===== config.mk =====
export PLATFORM = sky130hd
export DESIGN_NAME = bus_uart_tx
export DESIGN_NICKNAME = d
export VERILOG_FILES = /design/src/rtl/bus_uart_tx.sv
export SDC_FILE = /design/constraint.sdc
export NUM_CORES = 1
export LEC_CHECK = 0
export ABC_AREA = 1
export CORE_MARGIN = 5
export CORE_UTILIZATION = 28
export CTS_CLUSTER_DIAMETER = 120
export DETAILED_ROUTE_END_ITERATION = 7
export GPL_TIMING_DRIVEN = 0
export HOLD_SLACK_MARGIN = 0.15
export SYNTH_ARGS = -nofsm -noshare
export SYNTH_HDL_FRONTEND = slang
export SYNTH_SLANG_ARGS = --single-unit

===== constraint.sdc =====
create_clock -name clk_i -period 2.84 [get_ports clk_i]
set_clock_uncertainty 0.05 [all_clocks]
set_input_delay 0.568 -clock clk_i [delete_from_list [all_inputs] [get_ports clk_i]]
set_output_delay 0.568 -clock clk_i [all_outputs]
set_load 0.05 [all_outputs]

===== src/rtl/bus_uart_tx.sv =====
// bus_uart_tx: memory-mapped 8N1 UART transmitter with a TX FIFO on the Ibex req/gnt/rvalid bus
module bus_uart_tx #(
  parameter int unsigned FifoDepth     = 8,
  parameter logic [15:0] DefaultClkDiv = 16'd433
) (
  input  logic        clk_i,
  input  logic        rst_ni,
  input  logic        req_i,
  output logic        gnt_o,
  input  logic        we_i,
  input  logic [3:0]  be_i,
  input  logic [31:0] addr_i,
  input  logic [31:0] wdata_i,
  output logic        rvalid_o,
  output logic [31:0] rdata_o,
  output logic        err_o,
  output logic        tx_o,
  output logic        irq_o
);
  localparam int unsigned AW = $clog2(FifoDepth);
  localparam int unsigned LW = AW + 1;
  localparam logic [LW-1:0] FullLevel = LW'(FifoDepth);
  typedef enum logic [1:0] {IDLE, START, DATA, STOP} state_e;
  logic [7:0]    mem_q [FifoDepth];
  logic [AW-1:0] wptr_q, wptr_d, rptr_q, rptr_d;
  logic [LW-1:0] level_q, level_d;
  logic [15:0]   clkdiv_q, clkdiv_d, div_q, div_d, cnt_q, cnt_d;
  logic          en_q, en_d, irq_en_q, irq_en_d;
  state_e        state_q, state_d;
  logic [7:0]    shift_q, shift_d;
  logic [2:0]    bit_q, bit_d;
  logic          rvalid_q, rvalid_d, err_q, err_d;
  logic [31:0]   rdata_q, rdata_d, status;
  logic [1:0]    sel;
  logic          wr, rd, full, empty, busy, tick, start_ok, push_req, push, pop;
  logic          unused;
  assign unused   = ^{addr_i[31:4], addr_i[1:0], be_i[3:2], wdata_i[31:16]};
  assign sel      = addr_i[3:2];
  assign wr       = req_i & we_i;
  assign rd       = req_i & ~we_i;
  assign full     = level_q == FullLevel;
  assign empty    = level_q == '0;
  assign busy     = state_q != IDLE;
  assign tick     = cnt_q == '0;
  assign start_ok = en_q & ~empty;
  assign push_req = wr & (sel == 2'd0) & be_i[0];
  // a full FIFO rejects the push even when the transmitter pops in the same cycle
  assign push     = push_req & ~full;
  assign status   = {20'b0, 4'(level_q), 5'b0, busy, empty, full};
  assign gnt_o    = req_i;
  assign rvalid_o = rvalid_q;
  assign rdata_o  = rdata_q;
  assign err_o    = err_q;
  assign tx_o     = (state_q == START) ? 1'b0 : (state_q == DATA) ? shift_q[0] : 1'b1;
  assign irq_o    = irq_en_q & empty & ~busy;
  always_comb begin
    rvalid_d = req_i;
    rdata_d  = !rd ? 32'b0 :
               (sel == 2'd1) ? status :
               (sel == 2'd2) ? {16'b0, clkdiv_q} :
               (sel == 2'd3) ? {30'b0, irq_en_q, en_q} : 32'b0;
    err_d    = wr & ((sel == 2'd1) | (push_req & full));
    clkdiv_d = {(wr & (sel == 2'd2) & be_i[1]) ? wdata_i[15:8] : clkdiv_q[15:8],
                (wr & (sel == 2'd2) & be_i[0]) ? wdata_i[7:0]  : clkdiv_q[7:0]};
    en_d     = (wr & (sel == 2'd3) & be_i[0]) ? wdata_i[0] : en_q;
    irq_en_d = (wr & (sel == 2'd3) & be_i[0]) ? wdata_i[1] : irq_en_q;
  end
  always_comb begin
    state_d = state_q;
    shift_d = shift_q;
    bit_d   = bit_q;
    div_d   = div_q;
    pop     = 1'b0;
    cnt_d   = busy ? (tick ? div_q : cnt_q - 16'd1) : cnt_q;
    unique case (state_q)
      IDLE:  if (start_ok) begin
        pop     = 1'b1;
        state_d = START;
      end
      START: if (tick) begin
        state_d = DATA;
        bit_d   = 3'd0;
      end
      DATA:  if (tick) begin
        shift_d = shift_q >> 1;
        bit_d   = bit_q + 3'd1;
        state_d = (bit_q == 3'd7) ? STOP : DATA;
      end
      STOP:  if (tick) begin
        pop     = start_ok;
        state_d = start_ok ? START : IDLE;
      end
      default: state_d = IDLE;
    endcase
    // every frame latches the bit time in force when it starts
    if (pop) begin
      shift_d = mem_q[rptr_q];
      div_d   = clkdiv_q;
      cnt_d   = clkdiv_q;
    end
    wptr_d  = wptr_q + AW'(push);
    rptr_d  = rptr_q + AW'(pop);
    level_d = level_q + LW'(push) - LW'(pop);
  end
  always_ff @(posedge clk_i) begin
    if (push) mem_q[wptr_q] <= wdata_i[7:0];
  end
  always_ff @(posedge clk_i or negedge rst_ni) begin
    if (!rst_ni) begin
      wptr_q   <= '0;
      rptr_q   <= '0;
      level_q  <= '0;
      clkdiv_q <= DefaultClkDiv;
      div_q    <= DefaultClkDiv;
      cnt_q    <= '0;
      en_q     <= 1'b1;
      irq_en_q <= 1'b0;
      state_q  <= IDLE;
      shift_q  <= '0;
      bit_q    <= '0;
      rvalid_q <= 1'b0;
      err_q    <= 1'b0;
      rdata_q  <= '0;
    end else begin
      wptr_q   <= wptr_d;
      rptr_q   <= rptr_d;
      level_q  <= level_d;
      clkdiv_q <= clkdiv_d;
      div_q    <= div_d;
      cnt_q    <= cnt_d;
      en_q     <= en_d;
      irq_en_q <= irq_en_d;
      state_q  <= state_d;
      shift_q  <= shift_d;
      bit_q    <= bit_d;
      rvalid_q <= rvalid_d;
      err_q    <= err_d;
      rdata_q  <= rdata_d;
    end
  end
endmodule


* Yosys cells after proc, flatten, opt, wreduce, memory -nomap -nowiden *
Memory sizes are Yosys's and may differ from the RTL's.
Cells that the tools add are included.

storage, ports and cells
  register bits = 91
  memory bits (writable) = 64
  input bits = 72
  output and inout bits = 37
  word-level logic and storage cells = 93
  memories kept = 1

memory list
  name   words  bits a word  rd ports  clocked after Yosys merged registers in  write ports  RTL line  text
  mem_q  8      8            1         0                                        1            24        logic [7:0] mem_q [FifoDepth];

cells by class
  add/sub/neg operators = 6
  equal/unequal tests = 12
  muxes and demuxes = 27
  bitwise operators = 20
  reductions and logical operators = 12

operators by type and width
  cell                                                                  count
  16-bit two-way mux                                                    6
  8-bit two-way mux                                                     3
  16-bit zero test                                                      1
  16-bit by 1-bit subtractor with 16-bit output, second input constant  1
  1-bit bitwise AND                                                     15
  2-bit two-way mux                                                     5
  2-bit nonzero test                                                    5
  2-bit == test, second input constant                                  4
  1-bit two-way mux                                                     8
  2-bit != test, second input constant                                  4
  2-bit one-hot mux with 4 select lines                                 1
  3-bit by 1-bit adder with 3-bit output                                2
  3-bit two-way mux                                                     2
  3-bit one-hot mux with 2 select lines                                 1
  4-bit by 1-bit adder with 4-bit output                                1
  2-bit by 1-bit == test with 1-bit output, second input constant       2
  4-bit == test, second input constant                                  1
  2-bit zero test                                                       2
  4-bit zero test                                                       1
  1-bit NOT                                                             4
  4-bit AND reduction                                                   1
  4-bit by 1-bit subtractor with 4-bit output                           1
  3-bit by 1-bit adder with 3-bit output, second input constant         1
  3-bit == test, second input constant                                  1
  other kinds (4)                                                       4

* Logic depth before layout (Yosys ltp) *
Gate-level depths: netlist of the first run.

  depth in word-level cells = 7
  mapped depth = 17
  depth with buffers taken out = 16

* Least setup slack after synthesis of the first run *
OpenSTA, ideal clock, no wires.

  path kind = reg-to-reg
  start point = register cnt_q[0]
  end point = register level_q[2]
  setup time = 123 ps
  arrival time = 2411 ps
  required time = 2667 ps
  path slack = 257 ps
  cell stages (with the launch flop) = 18
  path buffers = 1
  clock period less this slack = 2583 ps
  cell sequence = dfrtp_1 inv_1 ha_1 inv_1 nor2_1 nand3_2 nor2_4 nand3_2 nand2_2 nand2_2 buf_6 nor2_2 inv_1 nand2_1 ha_1 inv_1 fa_1 xnor2_1

between the ends
  word-level cells in the longest chain between the ends = 4

ends and longest elaborated chain
  element                                      RTL line  text
  start, declared                              27        logic [15:0] clkdiv_q, clkdiv_d, div_q, div_d, cnt_q, cnt_d;
  start signal, assigned                       130       cnt_q <= cnt_d;
  16-bit zero test                             44        assign tick = cnt_q == '0;
  1-bit two-way mux                            89        STOP: if (tick) begin
  1-bit one-hot mux with 2 select lines        75        unique case (state_q)
  4-bit by 1-bit subtractor with 4-bit output  103       level_d = level_q + LW'(push) - LW'(pop);
  via level_d[2]                               26        logic [LW-1:0] level_q, level_d;
  end signal, assigned                         127       level_q <= level_d;
  end, declared                                26

The timed path passes the listed nets, and every way through them passes these cells.
A chain may end at the register's enable or synchronous reset.

* Worst setup path in the final report of the first run *
  start point = input req_i
  end point = memory mem_q[5][3] (enable)

between the ends
  word-level cells in the longest chain between the ends = 6

ends and longest elaborated chain
  element                                  RTL line  text
  start, declared                          8         input logic req_i,
  1-bit bitwise AND                        39        assign wr = req_i & we_i;
  1-bit bitwise AND (2 in a row)           46        assign push_req = wr & (sel == 2'd0) & be_i[0];
  1-bit bitwise AND                        48        assign push = push_req & ~full;
  1-bit two-way mux                        106       if (push) mem_q[wptr_q] <= wdata_i[7:0];
  1-bit two-way mux (implied by the code)  106
  end, declared                            24

No other way between the ends.

==> results by group, run 1 <==
Outcome
  • Status: finished, final reports clean

STA
  • Slew @ Worst Pin: 0.8715 ns
  • Fin. Hold Viols: 0
  • Fmax: 0.3641 GHz
  • Setup slack after layout: 0.09350 ns
  • Final Critical Period: 2.746 ns
  • RSZ-0062 raised after global routing: yes
  • Final Max Slew Viols: 0
  • Rel. slew slack: 0.4168
  • Count of final setup violators: 0
  • Final critical-path share of the clock period: 0.9671
  • Fin Hold WS: 0.4169 ns

Yosys
  • Largest area contributor in the netlist: dfrtp_1
  • Synthesis-stage register bit count: 155
  • Main area contributors after synthesis: dfrtp_1 (28%), edfxtp_1 (27%), nand2_1 (9.2%)
  • YS warnings: 0
  • Post-synth EDFFs: 64
  • Synth Area in XOR/XNOR: 0.007372
  • Cell count after synthesis: 738
  • Largest family of logic cells by synthesized area: simple AND/OR/NAND/NOR gates
  • Mux share of post-synthesis cell area: 0.02212
  • Most common flop cell mapped by yosys: dfrtp_1
  • Synth top area share: 0.2808
  • Synth Area in Simple Gates: 0.2161
  • Post-synthesis cell area: 7128 µm²
  • Post-synth ARST share: 0.5871
  • Adder-cell share of the synthesized area: 0.03089
  • Mean area per synthesized cell: 9.659 µm²
  • Post-synthesis sequential area ratio: 0.5910
  • Yosys cell types: 37
  • Synth Area in Compound Gates: 0.06653

Detailed routing
  • DRT Wirelength: 17.17 mm
  • DRC Markers: 0
  • DR WL/cell: 14.79 µm
  • Post-route antenna net violation count: 0
  • Iteration-0 DRC Markers: 345
  • Vias/cell: 4.617
  • Vias: 5360
  • DR pass1 iterations: 5

Power
  • Power Density: 974.4 nW/µm²
  • Total power: 8.567 mW
  • Peak VDD IR: 0.4901 mV
  • Leak: 3.787 nW

CTS
  • Clock-pin slew on the worst setup and hold paths: 0.06 ns
  • Clk buf depth: 2
  • Worst-skew pair later-pin latency: 0.42 ns
  • CTS tree: done
  • Root Buffer: clkbuf_16
  • CTS sink count: 155
  • Num CTS Buffers: 17
  • Htree depth: 4

Floorplanning
  • Die ar.: 28750 µm²
  • Row count: 58
  • I/O Pins: 109
  • Core area: 25110 µm²
  • Die Height: 169.6 µm
  • Initial Util: 0.2839
  • DIE WIDTH: 169.6 µm

Critical path
  • CP max FO: 8
  • Worst EP required: 2.84 ns
  • Worst Setup End Kind: register
  • Worst setup path category: input pin to register
  • WP data arrival: 2.75 ns
  • Type of origin of the critical path: input pin

Min path
  • Worst min-delay path category: register to register

Layout
  • Layout Area Growth over Synthesis: 23.35%
  • Commonest non-fill, non-tap cell in the layout: nand2_1
  • Finished Core Util: 0.3502
  • Seq. cell area: 4213 µm²
  • Final #Nets: 908
  • Area of the multi-input gates: 2550 µm²
  • Ant diodes: 0
  • Fillers: 2555
  • Share of cells above drive strength 1: 0.1288
  • Most frequent cells in the layout: nand2_1 (174), nand3_1 (85), nor2_1 (81)
  • Fin cells: 1161

Placed design
  • Placed Cells: 1128
  • Pre-CTS setup slack: -0.7410 ns
  • Dpl hpwl: 12.00 mm
  • Count of input and output buffers: 44
  • Routability Congestion: 0.8878

Global routing
  • Vias in the first global route: 5263
  • First-pass GRT wire length: 27.87 mm
  • Initial antenna violation count: 0
  • Congestion Overflow GR: 0
  • Largest net degree at the start of global routing: 50
  • Gr usage total: 0.1219

Run
  • Max-Cap Viols: 0
==> synth_stat cells, types with 5 or more instances <==
master	count
ha_1	16
buf_4	20
o22ai_1	12
inv_1	50
dfrtp_1	80
buf_6	5
nand2_1	175
a21oi_1	11
dfstp_2	11
clkbuf_1	14
nand3_1	85
mux2_2	14
nor2_1	85
edfxtp_1	64
o21ai_0	53
==> report_power, final <==
part           internal [mW]  switching, mW  leakage, nW
clock network           1.65          0.925        0.323
registers               2.81          0.370         1.72
logic                  0.983           1.83         1.74
==> cells by family (layout without fill, tap and decap cells) <==
group	Yosys count	after routing
other	1	16
AO/OA/AOI/OAI	86	86
adder cells (fa/ha/maj)	17	17
AND/OR/NAND/NOR	365	365
multiplexers	14	14
buffers and inverters	94	172
flip-flops	155	155
XOR/XNOR	6	6
==> flip-flops by register name, indices dropped and copies added (netlist names) <==
name,count
rdata_o,16
clkdiv_q,16
en_q,1
state_q,2
cnt_q,16
shift_q,8
div_q,16
bit_q,3
rvalid_o,1
level_q,4
err_o,1
irq_en_q,1
rptr_q,3
wptr_q,3
mem_q,64
==> path summary, 6_finish.rpt <==
| check | start | to | slack [ns] | cells past startpoint |
|---|---|---|---|---|
| min | div_q[4]$_DFFE_PN1P_ | div_q[4]$_DFFE_PN1P_ | 0.42 | 2 |
| min in group asynchronous | rst_ni | rdata_o[14]$_DFF_PN0_ | 0.65 | 2 |
| max reg2reg | level_q[2]$_DFF_PN0_ | level_q[2]$_DFF_PN0_ | 0.21 | 16 |
| min reg2reg | div_q[4]$_DFFE_PN1P_ | div_q[4]$_DFFE_PN1P_ | 0.42 | 2 |
| max | req_i | mem_q[5][3]$_DFFE_PP_ | 0.09 | 7 |
| max in group asynchronous | rst_ni | div_q[4]$_DFFE_PN1P_ | 1.38 | 3 |
==> worst max-delay path, cell delays in order <==
cell	delay, ns
clkdlybuf4s50_1	0.59
nand3_1	0.14
nor3_1	0.24
nand2_1	0.14
inv_1	0.20
nand2_1	0.16
nor2_1	0.69
==> final cells by class <==
cell class | instances | share of cell area
plain buffers | 41 | 0.03060
multi-input cells | 504 | 0.2900
clock buffers | 17 | 0.04838
flip-flops and latches | 155 | 0.4792
inverters | 53 | 0.02263
clock inverters | 14 | 0.02732
repair buffers | 47 | 0.05493
well taps | 330 | 0.04696
==> per-layer routing <==
metal	track usage	up-vias	part of all wire
met5	0	-	0
met4	0.04200	0	0.018
met3	0.02143	26	0.046
met2	0.2047	136	0.49
met1	0.1595	2598	0.44
li1	-	2600	-
==> stage by stage <==
stage	TNS, ns	instance area (µm²)
floorplan	0	7184
detailed placement	-26.80	8063
global placement	-228.35	8038
global route	-0.7303	8792
CTS	0	8760
finish	0	8792
==> what timing repair did <==
| action | in CTS | in global routing |
|---|---|---|
| buffers inserted | 1 | 0 |
| hold endpoints to repair | 41 | 0 |
| hold buffers | 1 | 0 |
| endpoints found under the setup margin | 20 | 18 |
| gates resized for setup | 8 | 9 |
| pin swaps | 1 | 1 |
Power figures use the tool's default switching activity.
==> run 2, diff against run 1 <==
--- a/config.mk
+++ b/config.mk
@@ -6,6 +6,7 @@
 export NUM_CORES = 1
 export LEC_CHECK = 0
 export ABC_AREA = 1
+export CAP_MARGIN = 25
 export CORE_MARGIN = 5
 export CORE_UTILIZATION = 28
 export CTS_CLUSTER_DIAMETER = 120
==> results by group, run 2 (synthesis results as in run 1) <==
STA
  • Setup TNS: 0 ns
  • Fmax: 0.3699 GHz
  • Rel. slew slack: 0.4313
  • Final critical-path share of the clock period: 0.9520
  • Fin Hold WS: 0.4168 ns
  • RSZ-0062 raised after global routing: yes
  • Fin. Hold Viols: 0
  • Slew @ Worst Pin: 0.8500 ns
  • Count of final setup violators: 0
  • Final Max Slew Viols: 0
  • Final Critical Period: 2.704 ns

Detailed routing
  • Iteration-0 DRC Markers: 318
  • DRC Markers: 0
  • DR pass1 iterations: 5
  • DRT Wirelength: 16.83 mm
  • Vias/cell: 4.541
  • Vias: 5286
  • DR WL/cell: 14.46 µm
  • Post-route antenna net violation count: 0

Global routing
  • Largest net degree at the start of global routing: 50
  • Gr usage total: 0.1195
  • First-pass GRT wire length: 27.20 mm
  • Vias in the first global route: 5108
  • Initial antenna violation count: 0
  • Congestion Overflow GR: 0

CTS
  • Clk buf depth: 2
  • CTS tree: done
  • Htree depth: 4
  • CTS sink count: 155
  • Worst-skew pair later-pin latency: 0.42 ns
  • Root Buffer: clkbuf_16
  • Num CTS Buffers: 17
  • Clock-pin slew on the worst setup and hold paths: 0.06 ns

Layout
  • Layout Area Growth over Synthesis: 22.15%
  • Most frequent cells in the layout: nand2_1 (175), nand3_1 (85), nor2_1 (80), dfrtp_1 (80), edfxtp_1 (64)
  • Share of cells above drive strength 1: 0.1319
  • Area of the multi-input gates: 2530 µm²
  • Fillers: 2547
  • Seq. cell area: 4213 µm²
  • Ant diodes: 0
  • Largest register FFs: 64
  • Commonest non-fill, non-tap cell in the layout: nand2_1
  • Reg with most FFs: mem_q
  • Final #Nets: 910

Critical path
  • R2R Setup Slk: 0.14 ns
  • CP top delay family: adder cells
  • Crit path from: cnt_q[0]$_DFFE_PN0P_
  • Slowest stage delay, CP: 0.47 ns
  • Critical path's slowest cell: fa_1
  • WP data arrival: 2.97 ns
  • Levels on crit path: 17
  • Buffers & Inverters on Critical Path: 6
  • Worst EP required: 3.11 ns
  • Most used cell, CP: inv_1
  • Worst Setup End Kind: register
  • Reg-to-reg endpoint: level_q[1]$_DFF_PN0_
  • Crit path cell chain: inv_2, ha_2, inv_1, nor2_2, nand3_2, nor2_4, nand3_2, nand2_2, nand2_2, buf_6, nor2_2, inv_1, nand2_1, ha_1, inv_1, fa_1, inv_1
  • CP max FO: 10
  • Crit Reg-Reg Startpoint: cnt_q[0]$_DFFE_PN0P_
  • Worst setup path category: register to register
  • R2R depth: 17
  • Critical Path Sink: level_q[1]$_DFF_PN0_
  • Type of origin of the critical path: register

Power
  • Leak: 3.755 nW
  • Peak VDD IR: 0.4677 mV
  • Power Density: 940.8 nW/µm²

Floorplanning
  • Die Height: 169.6 µm
  • I/O Pins: 109
  • Core area: 25110 µm²
  • DIE WIDTH: 169.6 µm
  • Die ar.: 28750 µm²
  • Initial Util: 0.2839
  • Row count: 58

Placed design
  • Count of input and output buffers: 44
  • Routability Congestion: 0.8878
  • Dpl hpwl: 12.05 mm

Min path
  • Hold path depth: 2
  • Worst min-delay path category: register to register

Outcome
  • Status: finished, final reports clean

Run
  • Max-Cap Viols: 0
[run 2: cell types whose count changed in the layout (fill, tap and decap cells not counted), sizes merged]
cell	change
bufinv	-5
clkinvlp	+2
buf	+2
clkbuf	+4
[run 2: worst register-to-register path, delay by kind of cell (launching register included)]
family | cells | cell delay [ns]
adders and majority gates | 3 | 0.84
and+or+nand+nor | 8 | 0.83
DFF | 1 | 0.41
buffers and inverters | 6 | 0.48
[run 2: how the worst min path moves through the flow]
stage          slack, ns                  from                   end
2_1_floorplan       0.22                rst_ni  bit_q[0]$_DFFE_PN0P_
3_5_place_dp        0.41  div_q[5]$_DFFE_PN1P_  div_q[5]$_DFFE_PN1P_
6_report            0.42  div_q[5]$_DFFE_PN1P_  div_q[5]$_DFFE_PN1P_
4_1_cts             0.42  div_q[5]$_DFFE_PN1P_  div_q[5]$_DFFE_PN1P_
5_1_grt             0.44  div_q[7]$_DFFE_PN1P_  div_q[7]$_DFFE_PN1P_
3_3_place_gp        0.41  div_q[8]$_DFFE_PN1P_  div_q[8]$_DFFE_PN1P_
[run 2: cell type report]
| type | instances | area share |
|---|---|---|
| buffer | 41 | 0.03090 |
| tap | 330 | 0.04742 |
| timing repair buffer | 49 | 0.05662 |
| clock buffer | 21 | 0.05547 |
| sequential | 155 | 0.4838 |
| clock inverter | 11 | 0.01236 |
| inverter | 53 | 0.02285 |
| multi-input combinational | 504 | 0.2906 |
[run 2: where the power goes]
part | switching, mW | total [mW] | internal (mW)
Sequential | 0.365 | 3.17 | 2.81
Combinational | 1.80 | 2.78 | 0.973
Clock | 0.923 | 2.24 | 1.32
[run 2: per-stage QoR]
step / total power [mW] / setup WS [ns] / instances / area (µm²) / util
2_1_floorplan: 5.137 / 0.2568 / 753 / 7184 / -
5_1_grt: 8.766 / -0.07659 / 1164 / 8707 / 0.3468
4_1_cts: 8.224 / 0.02956 / 1164 / 8682 / 0.3458
6_report: 8.192 / 0.1363 / 1164 / 8707 / 0.3468
3_5_place_dp: 5.972 / -0.3628 / 1130 / 8073 / 0.3215
3_3_place_gp: 5.918 / -2.372 / 1127 / 8038 / 0.3201
[run 2: what timing repair did]
action | 4_1_cts | 5_1_grt
endpoints found under the setup margin | 4 | 33
gates resized for setup | 5 | 9
endpoints found under the hold margin | 41 | 0
buffers inserted | 1 | 0
pin swaps | 1 | 0
hold buffers | 1 | 0
[run 2: metal layers]
metal / routed length [µm] / global-route usage
met3: 707 / 0.01514
met5: 0 / 0
met1: 7664 / 0.1612
met2: 8176 / 0.1976
met4: 278 / 0.04515
